[src/rtl/bus_switch_arbiter.sv]
// -----------------------------------------------------------------------------
// bus_switch_arbiter
//
// Round-robin arbiter sharing one W-bit switch-gated bus among N requesters.
// Each requester's data passes through a switch stage enabled only by its
// grant bit, so at most one source reaches the bus and an idle bus reads zero.
// An owner may hold the bus for a burst with lock, bounded by MAX_HOLD cycles.
//
// Parameters
//   N         number of requesters (2..8)
//   W         bus data width
//   MAX_HOLD  maximum consecutive cycles one owner keeps a grant (>= 1)
//
// Ports
//   clk        clock, all state updates on the rising edge
//   rst        synchronous active-high reset
//   req[N]     request, bit i = requester i wants the bus
//   lock[N]    with req[i], owner i asks to keep the grant next cycle
//   in_data    requester data, slice i = in_data[i*W +: W]
//   grant[N]   registered one-hot grant, all zero when idle
//   out[W]     bus value, slice of the granted requester, zero when idle
//   out_valid  high whenever any grant is active
//   preempt    registered pulse: the previous cycle ended in a forced release
// -----------------------------------------------------------------------------
module bus_switch_arbiter #(
    parameter int N        = 4,
    parameter int W        = 8,
    parameter int MAX_HOLD = 4
) (
    input  logic           clk,
    input  logic           rst,
    input  logic [N-1:0]   req,
    input  logic [N-1:0]   lock,
    input  logic [N*W-1:0] in_data,
    output logic [N-1:0]   grant,
    output logic [W-1:0]   out,
    output logic           out_valid,
    output logic           preempt
);

    localparam int PW = (N > 1) ? $clog2(N) : 1;
    localparam int HW = $clog2(MAX_HOLD) + 1;

    // Last tenure cycle: an owner at this count must release even if locked.
    localparam logic [HW-1:0] HOLD_LAST = HW'(MAX_HOLD - 1);
    // Pointer starts at the last requester so requester 0 wins first.
    localparam logic [PW-1:0] PTR_RST   = PW'(N - 1);

    // The bus is either idle or owned; the owner is identified by grant itself,
    // so the state is decoded from the grant register rather than stored twice.
    typedef enum logic {
        ST_IDLE  = 1'b0,
        ST_OWNED = 1'b1
    } arb_state_t;

    // -------------------------------------------------------------------------
    // State registers and their next values
    // -------------------------------------------------------------------------
    logic [PW-1:0] ptr;
    logic [HW-1:0] hold_cnt;

    logic [N-1:0]  grant_nxt;
    logic [PW-1:0] ptr_nxt;
    logic [HW-1:0] hold_nxt;
    logic          preempt_nxt;

    arb_state_t    state;

    assign state = (|grant) ? ST_OWNED : ST_IDLE;

    // -------------------------------------------------------------------------
    // Round-robin scan
    // Candidates are visited in order ptr+1, ptr+2, ... wrapping mod N. While a
    // grant is held ptr equals the owner index, so the owner is visited last
    // and is only regranted when nobody else is requesting.
    // -------------------------------------------------------------------------
    logic [PW-1:0] scan_order [N];
    logic          scan_found;
    logic [PW-1:0] scan_idx;

    always_comb begin
        for (int off = 1; off <= N; off++) begin
            scan_order[off-1] = PW'((int'(ptr) + off) % N);
        end
    end

    always_comb begin
        // NOTE: every combinationally assigned signal gets a default before any
        // conditional logic; a path that skips an assignment would infer a latch.
        scan_found = 1'b0;
        scan_idx   = ptr;
        for (int k = 0; k < N; k++) begin
            if (!scan_found && req[scan_order[k]]) begin
                scan_found = 1'b1;
                scan_idx   = scan_order[k];
            end
        end
    end

    // -------------------------------------------------------------------------
    // Next-state logic
    // -------------------------------------------------------------------------
    logic owner_wants;  // current owner still requesting with lock set
    logic at_limit;     // current owner has used its whole tenure
    logic keep;

    always_comb begin
        // NOTE: combinational blocks use blocking assignments so later lines see
        // the values computed above them; only the state register uses <=.
        owner_wants = |(grant & req & lock);
        at_limit    = (hold_cnt >= HOLD_LAST);
        keep        = 1'b0;

        grant_nxt   = '0;
        ptr_nxt     = ptr;
        hold_nxt    = '0;
        preempt_nxt = 1'b0;

        case (state)
            ST_OWNED: begin
                keep = owner_wants && !at_limit;
                if (keep) begin
                    grant_nxt = grant;
                    hold_nxt  = hold_cnt + HW'(1);
                end else begin
                    // A locked owner stopped only by the tenure limit is a
                    // forced release, flagged even if it wins the rescan.
                    preempt_nxt = owner_wants && at_limit;
                    if (scan_found) begin
                        grant_nxt[scan_idx] = 1'b1;
                        ptr_nxt             = scan_idx;
                    end
                end
            end
            default: begin
                if (scan_found) begin
                    grant_nxt[scan_idx] = 1'b1;
                    ptr_nxt             = scan_idx;
                end
            end
        endcase
    end

    always_ff @(posedge clk) begin
        if (rst) begin
            grant    <= '0;
            ptr      <= PTR_RST;
            hold_cnt <= '0;
            preempt  <= 1'b0;
        end else begin
            grant    <= grant_nxt;
            ptr      <= ptr_nxt;
            hold_cnt <= hold_nxt;
            preempt  <= preempt_nxt;
        end
    end

    // -------------------------------------------------------------------------
    // Switch-gated bus: each slice is ANDed with its grant bit and the results
    // are ORed, so a one-hot grant passes exactly one source and an idle bus
    // reads zero. Purely combinational from grant and in_data.
    // -------------------------------------------------------------------------
    always_comb begin
        out = '0;
        for (int i = 0; i < N; i++) begin
            out = out | (in_data[i*W +: W] & {W{grant[i]}});
        end
    end

    assign out_valid = |grant;

endmodule

[config.mk]
export PLATFORM = sky130hd
export DESIGN_NAME = bus_switch_arbiter
export DESIGN_NICKNAME = d
export VERILOG_FILES = /design/src/rtl/bus_switch_arbiter.sv
export SDC_FILE = /design/constraint.sdc
export NUM_CORES = 1
export LEC_CHECK = 0
export BUFFER_PORTS_ARGS = -buffer_cell sky130_fd_sc_hd__clkbuf_2
export CAP_MARGIN = 25
export CORE_MARGIN = 2
export CORE_UTILIZATION = 35
export CTS_BUF_LIST = sky130_fd_sc_hd__clkbuf_16
export DETAILED_ROUTE_END_ITERATION = 12
export PLACE_DENSITY = 0.73
export SETUP_SLACK_MARGIN = 0.02
export SKIP_CTS_REPAIR_TIMING = 1
export SLEW_MARGIN = 10
export SYNTH_ARGS = -nofsm -noshare
export SYNTH_HDL_FRONTEND = slang
export SYNTH_SLANG_ARGS = --single-unit
export TNS_END_PERCENT = 5
[constraint.sdc]
create_clock -name clk -period 2.6 [get_ports clk]
set_input_delay 0.52 -clock clk [delete_from_list [all_inputs] [get_ports clk]]
set_output_delay 0.52 -clock clk [all_outputs]
set_load 0.01 [all_outputs]
* Word-level counts from Yosys, hierarchy flattened
Index checks and enable logic that the tools add are counted.
W data, S select, Z words.
** Operators by class
- Bitwise operators :: 11
- Reductions and logical operators :: 14
- Multiplexer cells :: 25
- Equal/unequal tests :: 1
- $add $sub $neg :: 5
- Magnitude comparators :: 7
** Operators by type and width (number)
- $and A8 B8 Y8 :: 4
- $or A8 B8 Y8 :: 3
- $lt A2 B3 Y1 const B :: 5
- $mux W2 :: 7
- $mux W4 :: 3
- $mux W1 :: 10
- $and A4 B4 Y4 :: 2
- $bmux W1 S2 :: 4
- $reduce_or A4 Y1 :: 2
- $logic_and A1 B1 Y1 :: 6
- $reduce_or A3 Y1 :: 2
- $add A2 B1 Y2 const B :: 2
- $add A2 B2 Y2 const B :: 2
- $logic_not A1 Y1 :: 4
- $add A3 B1 Y3 const B :: 1
- $ge A3 B2 Y1 const B :: 1
- $demux W1 S2 :: 1
- $ge A2 B1 Y1 const B :: 1
- $ne A2 B2 Y1 const B :: 1
- $not A1 Y1 :: 2
** Storage, ports and cells
- Flip-flop bits (word level) :: 10
- Word-level logic and storage cells :: 67
- Output and inout port bits :: 14
- Input bits :: 42

* Longest topological paths before layout
Gate-level depths: netlist of the first run.
- Word-level depth :: 20
- Depth in mapped cells :: 5
- Depth with buffers taken out :: 5

* Worst setup path before layout of the first run
OpenSTA, ideal clock, no wires.
- Kind :: register to output
- From :: register grant[0]
- To :: output port out_valid
- Path buffers :: 1
- Path slack :: 0.959 ns
- Data arrival time :: 1.121 ns
- Required time :: 2.080 ns
- Cell stages (with the launch flop) :: 3
- Path through :: dfxtp_1 > clkbuf_1 > or4_1
** On the way
- Word-level cells in the longest chain between the ends :: 1
** Ends and longest elaborated chain
- start: declaration :: RTL line 35 : output logic [N-1:0] grant,
- start signal: assignment :: RTL line 151 : grant <= grant_nxt;
- $reduce_or A4 Y1 :: RTL line 170 : assign out_valid = |grant;
- end: declaration :: RTL line 37 : output logic out_valid,
No other way between the ends.

* Final worst setup path of the first run
Same ends and word-level chain as after synthesis.

==> results.py, run 1 <==
metrics = {
    "power": {
        "p_int_uw": 502,
        "comb_power_share": 0.337,
        "power.switching_uw": 235,
        "switching_share": 0.319,
        "p_clk_frac": 0.362,
        "seq_power_share": 0.302,
        "p_per_area_nw_per_um2": 691,
        "ir_drop_uv": 470,
        "power_leakage_uw": 0.000559,
    },
    "clocking": {
        "cts.htree.levels": 1,
        "clockRootBuffer": "clkbuf_16",
        "numCtsBuffers": 3,
        "cts_sinks": 10,
        "cts.clk_slew.worst_paths_ns": 0.04,
        "cts_tree": "built",
        "clkLatencyLatePin_ns": 0.23,
        "cts_buffer_depth": 2,
    },
    "yosys": {
        "synth_area_per_cell_um2": 8.50,
        "ys_types": 26,
        "async_reset_ff_frac": 0,
        "synth_top_family_by_area": "compound AO/OA/AOI/OAI gates",
        "synthXorXnorAreaFrac": 0,
        "synth_top_area_frac": 0.287,
        "synth-main-ff-cell": "dfxtp_1",
        "yosysTopAreaCell": "dfxtp_1",
        "synthMuxAreaShare": 0.0287,
        "synth_edf_count": 0,
        "synth_compound_area_frac": 0.361,
        "synth_nets": 126,
        "yosysSeqAreaShare": 0.287,
        "syn_inst": 82,
        "synth.area.top_cells": "dfxtp_1 (29%), a22oi_1 (17%), a32o_1 (5.7%)",
        "netlist_area_um2": 697,
        "synth_simple_gate_area_frac": 0.255,
        "synth-seq-cells": 10,
        "ys_warn_count": 0,
        "synth-adder-area-share": 0.0359,
    },
    "drt": {
        "drtPass1Iterations": 4,
        "route.detailed.drc": 0,
        "wire_per_inst_um": 12.3,
        "drtAntennaViolNets": 0,
        "totalWireLength_um": 2010,
        "via_count": 824,
        "avgViaCountPerCell": 5.06,
        "detail_route.iter0.violations": 24,
    },
    "layout": {
        "nFillCells": 208,
        "register_area_um2": 200,
        "drive_above_1_share": 0.463,
        "final_common_cell": "clkbuf_2",
        "final_util": 0.555,
        "nets": 181,
        "stdcell_count": 163,
        "multi_input_area_um2": 474,
        "antennaDiodeCount": 0,
        "syn_to_final_growth_pct": 53.0,
        "final_cell_mix": "clkbuf_2 (55), a22oi_1 (16), dfxtp_1 (10)",
    },
    "setup_path": {
        "critical_path_class": "flip-flop to output port",
        "critPathRequiredTime_ns": 2.08,
        "cp_max_fo": 12,
        "critPathCaptureType": "output port",
        "cp.arrival_ns": 1.38,
        "startpoint_type": "flip-flop",
    },
    "placed_design": {
        "place_ws_ns": 0.856,
        "place_inst": 159,
        "io_buffers": 55,
        "place_hpwl_um": 1630,
        "gp_congestion": 0.762,
    },
    "global_routing": {
        "grt_pass1_wl_um": 3750,
        "grt_max_degree": 13,
        "globalRouteTotalUtil": 0.200,
        "grt-ovfl-total": 0,
        "antenna_found_initial": 0,
        "grt_pass1_vias": 852,
    },
    "timing": {
        "finalClockSkew_ns": 0.00266,
        "slew_violations": 0,
        "tns_ns": 0,
        "post-route-period-util": 0.730,
        "relSlewSlack": 0.666,
        "layout_setup_ws_ns": 0.702,
        "rsz0062_at_grt": "no",
        "setup_viol": 0,
        "whs_ns": 0.465,
        "final.min_clock_period_ns": 1.90,
        "max_freq_mhz": 527,
        "hold_violations": 0,
        "tightest_slew_ns": 0.497,
    },
    "die": {
        "dieArea_um2": 2360,
        "core_um2": 1920,
        "die_w_um": 48.6,
        "std_cell_rows": 16,
        "io_pins": 56,
        "die_y_um": 48.6,
        "start_util": 0.363,
    },
    "outcome": {
        "status": "finished clean",
    },
    "hold_path": {
        "hold_class": "flip-flop to flip-flop",
    },
    "run": {
        "max_cap_viol_count": 0,
    },
}
[cell usage after synthesis (2+ instances only)]
cell / n
dfxtp_1: 10
nand3_2: 2
nand2_1: 9
ha_1: 2
mux2i_1: 2
nor2_1: 8
a32o_1: 4
clkbuf_1: 5
a22oi_1: 16
and3_1: 2
nor2b_1: 3
and2_1: 2
o21ai_0: 3
nor4_1: 2
[cells by family after synthesis]
logic type                 count (synthesis)
AOI/OAI and AO/OA                         28
and+or+nand+nor                           34
muxes                                      2
adders and majority gates                  2
buffers and inverters                      6
DFF                                       10
[per-stage QoR]
step	area [um^2]	total power [uW]
floorplan	697	363
global placement	987	467
detailed placement	987	474
CTS	1070	743
global route	1070	792
finish	1070	737
[per-layer routing]
metal,up-vias,part of all wire,global-route usage
met5,-,0,0
met4,0,0.010,0.0810
met3,4,0.033,0.0617
met2,15,0.51,0.342
met1,381,0.44,0.229
li1,424,-,-
[power by group through the flow]
stage | combinational [uW] | sequential [uW] | clock [uW]
4_1_cts | 251 | 222 | 271
6_report | 248 | 222 | 267
5_1_grt | 276 | 230 | 287
3_5_place_dp | 250 | 224 | 0
3_3_place_gp | 244 | 222 | 0
2_1_floorplan | 167 | 197 | 0
[sequential cells by signal, indices dropped and copies added (netlist names)]
register and flops:
hold_cnt 3, grant 4, preempt 1, ptr 2
[worst paths after layout]
path	start	end	slack, ns	cells past startpoint
worst max-delay path	grant[0]	out_valid	0.70	2
worst min-delay path	hold_cnt[0]	hold_cnt[0]	0.47	1
worst max register to register	hold_cnt[0]	hold_cnt[1]	0.84	5
worst min register to register	hold_cnt[0]	hold_cnt[0]	0.47	1
[area by class of cell]
class | instances | share of cell area
Multi-Input combinational cell | 66 | 0.445
Timing Repair Buffer | 55 | 0.258
Sequential cell | 10 | 0.188
Clock buffer | 3 | 0.0704
Tap cell | 27 | 0.0317
Clock inverter | 1 | 0.00352
Inverter | 1 | 0.00352
[worst max-delay path, cell delays in order, from the launching register on]
cell and delay [ns]:
dfxtp_1 0.45, or4_1 0.55, clkbuf_2 0.14
(Power assumes the default switching activity.)
==> run 2: changes to the inputs <==
CORE_UTILIZATION = 34   (was 35)
PLACE_DENSITY = 0.74   (was 0.73)
clock period = 1.6 ns   (was 2.6 ns; I/O delays follow)
==> run 2 against run 1 <==
Against the previous run:
- worst hold slack got worse by 0.085 ns
- non-clock buffer count rose by 11
- global-route usage fell by 0.24 points
- routed wire length rose by 11%
- clock skew decreased by 0.0014 ns
- combinational power increased by 110%
- design area up 9.9%
- die area increased by 2.7%
==> results.py, run 2 (same netlist as run 1, synthesis figures left out) <==
metrics = {
    "timing": {
        "final.min_clock_period_ns": 1.58,
        "hold_violations": 0,
        "slew_violations": 0,
        "whs_ns": 0.380,
        "setup_viol": 0,
        "layout_setup_ws_ns": 0.0236,
        "tns_ns": 0,
        "finalClockSkew_ns": 0.00125,
        "relSlewSlack": 0.780,
        "post-route-period-util": 0.985,
        "rsz0062_at_grt": "yes",
        "max_freq_mhz": 634,
        "tightest_slew_ns": 0.329,
    },
    "drt": {
        "detail_route.iter0.violations": 20,
        "drtAntennaViolNets": 0,
        "route.detailed.drc": 0,
        "avgViaCountPerCell": 5.11,
        "drtPass1Iterations": 4,
        "wire_per_inst_um": 12.8,
        "via_count": 889,
        "totalWireLength_um": 2230,
    },
    "clocking": {
        "numCtsBuffers": 3,
        "cts_sinks": 10,
        "cts_buffer_depth": 2,
        "cts.htree.levels": 1,
        "cts_tree": "built",
        "clkLatencyLatePin_ns": 0.24,
        "clockRootBuffer": "clkbuf_16",
        "cts.clk_slew.worst_paths_ns": 0.04,
    },
    "layout": {
        "antennaDiodeCount": 0,
        "reg_top3": "grant (4), hold_cnt (3), ptr (2)",
        "syn_to_final_growth_pct": 68.0,
        "final_util": 0.603,
        "nFillCells": 173,
        "largest_reg_flops": 4,
        "final_common_cell": "clkbuf_2",
        "top_register": "grant",
        "final_cell_mix": "clkbuf_2 (54), a22oi_1 (16), nand2_1 (9), buf_4 (9), nor2_1 (8)",
        "drive_above_1_share": 0.544,
        "nets": 192,
    },
    "die": {
        "die_w_um": 49.3,
        "die_y_um": 49.3,
        "start_util": 0.359,
        "core_um2": 1940,
        "std_cell_rows": 16,
        "io_pins": 56,
        "dieArea_um2": 2430,
    },
    "power": {
        "ir_drop_uv": 986,
        "p_per_area_nw_per_um2": 1110,
        "total_power_uw": 1300,
        "power_leakage_uw": 0.000616,
    },
    "setup_path": {
        "cp.arrival_ns": 1.26,
        "critPathCaptureType": "output port",
        "rrSetupSlack_ns": 0.08,
        "startpoint_type": "flip-flop",
        "cp_max_fo": 5,
        "critPathRequiredTime_ns": 1.28,
        "r2r-start": "hold_cnt[1]",
        "ff2ff_path_depth": 5,
        "critical_path_class": "flip-flop to output port",
        "reg2reg_to": "grant[3]",
    },
    "global_routing": {
        "grt_pass1_wl_um": 3710,
        "grt-ovfl-total": 0,
        "grt_max_degree": 11,
        "grt_pass1_vias": 874,
        "globalRouteTotalUtil": 0.197,
        "antenna_found_initial": 0,
    },
    "hold_path": {
        "hold_depth": 2,
        "hold_class": "input port to flip-flop",
        "hold-path-endpoint": "hold_cnt[0]",
        "hold_start": "rst",
    },
    "placed_design": {
        "place_hpwl_um": 1760,
        "place_ws_ns": 0.0291,
        "io_buffers": 55,
        "gp_congestion": 0.805,
    },
    "outcome": {
        "status": "finished clean",
    },
    "run": {
        "max_cap_viol_count": 0,
    },
}
[run 2: changes by cell type in the layout (fill, tap and decap cells not counted), sizes merged]
cell | previous run | this run
clkbuf | 58 | 57
buf | 0 | 12
[run 2: layout make-up]
class	instances	area (um^2)	area share
Tap cell	27	33.8	0.0288
Timing Repair Buffer	66	365	0.312
Clock buffer	3	75.1	0.0641
Inverter	1	3.75	0.00321
Clock inverter	1	3.75	0.00321
Sequential cell	10	206	0.176
Multi-Input combinational cell	66	483	0.412
[run 2: where the power goes]
part	switching, uW	total [uW]	internal [uW]
clock network	116	444	327
registers	38.8	324	286
logic	256	531	275
[run 2: stage by stage]
stage	cell area (um^2)	instances
final	1170	174
after detailed placement	1050	167
after floorplan	697	82
after global routing	1170	174
after global placement	1050	167
after CTS	1130	171
[run 2: per-layer routing]
layer  share of wire  vias up  global-route usage
met1            0.41      418               0.211
met3           0.044        4              0.0583
met5               0        -                   0
met2            0.53       20               0.363
met4           0.015        0              0.0667
li1                -      447                   -
[run 2: critical path, stage by stage, from the launching register on]
cell     delay [ns]
dfxtp_4        0.34
buf_6          0.12
or4_4          0.42
buf_6          0.14
[run 2: how the worst max path moves through the flow]
| stage | from | to | depth (start not counted) |
|---|---|---|---|
| floorplan | hold_cnt[0] | hold_cnt[1] | 5 |
| global placement | hold_cnt[0] | grant[2] | 5 |
| detailed placement | hold_cnt[0] | grant[3] | 5 |
| CTS | grant[2] | out_valid | 3 |
| global route | grant[2] | out_valid | 3 |
| finish | grant[2] | out_valid | 3 |
==> run 3: changes to the inputs <==
CTS_CLUSTER_DIAMETER = 30   (was default)
REMOVE_ABC_BUFFERS = 1   (was default)
SETUP_SLACK_MARGIN = 0.4   (was 0.02)
==> run 3 against run 2 <==
Against the previous run:
- worst hold slack improved by 0.0017 ns
- sequential cell count unchanged
- clock skew increased by 0.0010 ns
- final cell count decreased by 1.1%
- critical path type unchanged
- highest routed layer unchanged
==> results.py, run 3 (same netlist as run 1, synthesis figures left out) <==
metrics = {
    "outcome": {
        "status": "finished clean",
    },
    "die": {
        "std_cell_rows": 16,
        "dieArea_um2": 2430,
        "core_um2": 1940,
        "die_w_um": 49.3,
        "die_y_um": 49.3,
        "io_pins": 56,
        "start_util": 0.359,
    },
    "drt": {
        "route.detailed.drc": 0,
        "totalWireLength_um": 2200,
        "drtAntennaViolNets": 0,
        "detail_route.iter0.violations": 28,
        "via_count": 913,
        "drtPass1Iterations": 4,
        "avgViaCountPerCell": 5.31,
        "wire_per_inst_um": 12.8,
    },
    "setup_path": {
        "startpoint_type": "flip-flop",
        "cp.arrival_ns": 1.24,
        "crit_slowest_cell": "or4_1",
        "critPathCaptureType": "output port",
        "ff2ff_path_depth": 5,
        "slowest_delay_ns": 0.51,
        "critical_path_class": "flip-flop to output port",
        "cp_cell_sequence": "or4_1 > clkbuf_2",
        "critPathRequiredTime_ns": 1.28,
        "cp_max_fo": 5,
    },
    "layout": {
        "multi_input_area_um2": 477,
        "nFillCells": 173,
        "largest_reg_flops": 4,
        "syn_to_final_growth_pct": 63.6,
        "reg_top3": "grant (4), hold_cnt (3), ptr (2)",
        "stdcell_count": 172,
        "top_register": "grant",
        "antennaDiodeCount": 0,
        "drive_above_1_share": 0.524,
        "final_cell_mix": "clkbuf_2 (55), a22oi_1 (16), nand2_1 (9), buf_4 (9), nor2_1 (8)",
        "register_area_um2": 204,
        "final_common_cell": "clkbuf_2",
        "nets": 190,
    },
    "power": {
        "seq_power_share": 0.258,
        "p_per_area_nw_per_um2": 1100,
        "comb_power_share": 0.389,
        "ir_drop_uv": 637,
        "p_int_uw": 853,
        "p_clk_frac": 0.352,
        "power_leakage_uw": 0.000606,
        "switching_share": 0.320,
        "power.switching_uw": 402,
    },
    "timing": {
        "finalClockSkew_ns": 0.00226,
        "slew_violations": 0,
        "hold_violations": 0,
        "setup_viol": 0,
        "relSlewSlack": 0.759,
        "tightest_slew_ns": 0.361,
        "final.min_clock_period_ns": 1.56,
        "rsz0062_at_grt": "yes",
        "tns_ns": 0,
        "max_freq_mhz": 640,
        "layout_setup_ws_ns": 0.0363,
        "post-route-period-util": 0.977,
    },
    "placed_design": {
        "gp_congestion": 0.783,
        "io_buffers": 55,
        "place_inst": 167,
        "place_hpwl_um": 1790,
        "place_ws_ns": 0.0284,
    },
    "global_routing": {
        "grt_pass1_vias": 865,
        "grt-ovfl-total": 0,
        "antenna_found_initial": 0,
        "grt_pass1_wl_um": 3680,
        "grt.busiest_layer": "met2",
        "globalRouteTotalUtil": 0.194,
        "grt.met3_usage": 0.0491,
        "grtUsageMet2": 0.372,
        "grt.met1_usage": 0.185,
        "grt_max_degree": 10,
    },
    "clocking": {
        "clockRootBuffer": "clkbuf_16",
        "cts_buffer_depth": 2,
        "numCtsBuffers": 3,
        "clkLatencyLatePin_ns": 0.24,
        "cts.clk_slew.worst_paths_ns": 0.04,
        "cts_tree": "built",
        "cts.htree.levels": 1,
        "cts_sinks": 10,
    },
    "hold_path": {
        "hold_depth": 2,
        "hold_class": "input port to flip-flop",
    },
    "run": {
        "max_cap_viol_count": 0,
    },
}
[run 3: cell count changes in the layout (fill, tap and decap cells not counted), sizes merged]
cell    previous run  this run
buf               12         9
clkbuf            57        58
[run 3: final timing paths]
check,endpoint,slack (ns),from
max,out_valid,0.04,grant[0]
min,hold_cnt[0],0.38,rst
max reg2reg,grant[3],0.07,hold_cnt[0]
min reg2reg,hold_cnt[0],0.51,hold_cnt[0]
[run 3: layout make-up]
| cell class | instances | area share |
|---|---|---|
| timing repair buffer | 64 | 0.301 |
| sequential | 10 | 0.179 |
| tap | 27 | 0.0296 |
| inverter | 1 | 0.00329 |
| clock inverter | 1 | 0.00329 |
| clock buffer | 3 | 0.0659 |
| multi-input combinational | 66 | 0.418 |
[run 3: worst max-delay path: cells and delay by family, from the launching register on]
kind	cells	cell delay, ns
buffers and inverters	1	0.15
AND/OR/NAND/NOR	1	0.51
flip-flops	1	0.35
[run 3: per-layer routing]
| layer | wire length (um) | vias up |
|---|---|---|
| met5 | 0 | - |
| met4 | 48 | 0 |
| met3 | 200 | 7 |
| met2 | 1110 | 49 |
| met1 | 846 | 418 |
| li1 | - | 439 |
[run 3: per-stage QoR]
step / util / total power, uW / cell area, um^2 / hold slack, ns
floorplan: - / 578 / 678 / 0.399
global placement: 0.539 / 791 / 1050 / 0.436
detailed placement: 0.539 / 807 / 1050 / 0.454
CTS: 0.580 / 1250 / 1130 / 0.388
global route: 0.587 / 1320 / 1140 / 0.399
finish: 0.587 / 1250 / 1140 / 0.382
[run 3: power by group through the flow]
stage          registers, uW  clock network [uW]  logic (uW)
6_report                 324                 442         489
5_1_grt                  330                 456         538
4_1_cts                  322                 447         484
3_5_place_dp             326                   0         481
3_3_place_gp             324                   0         467
2_1_floorplan            347                   0         231
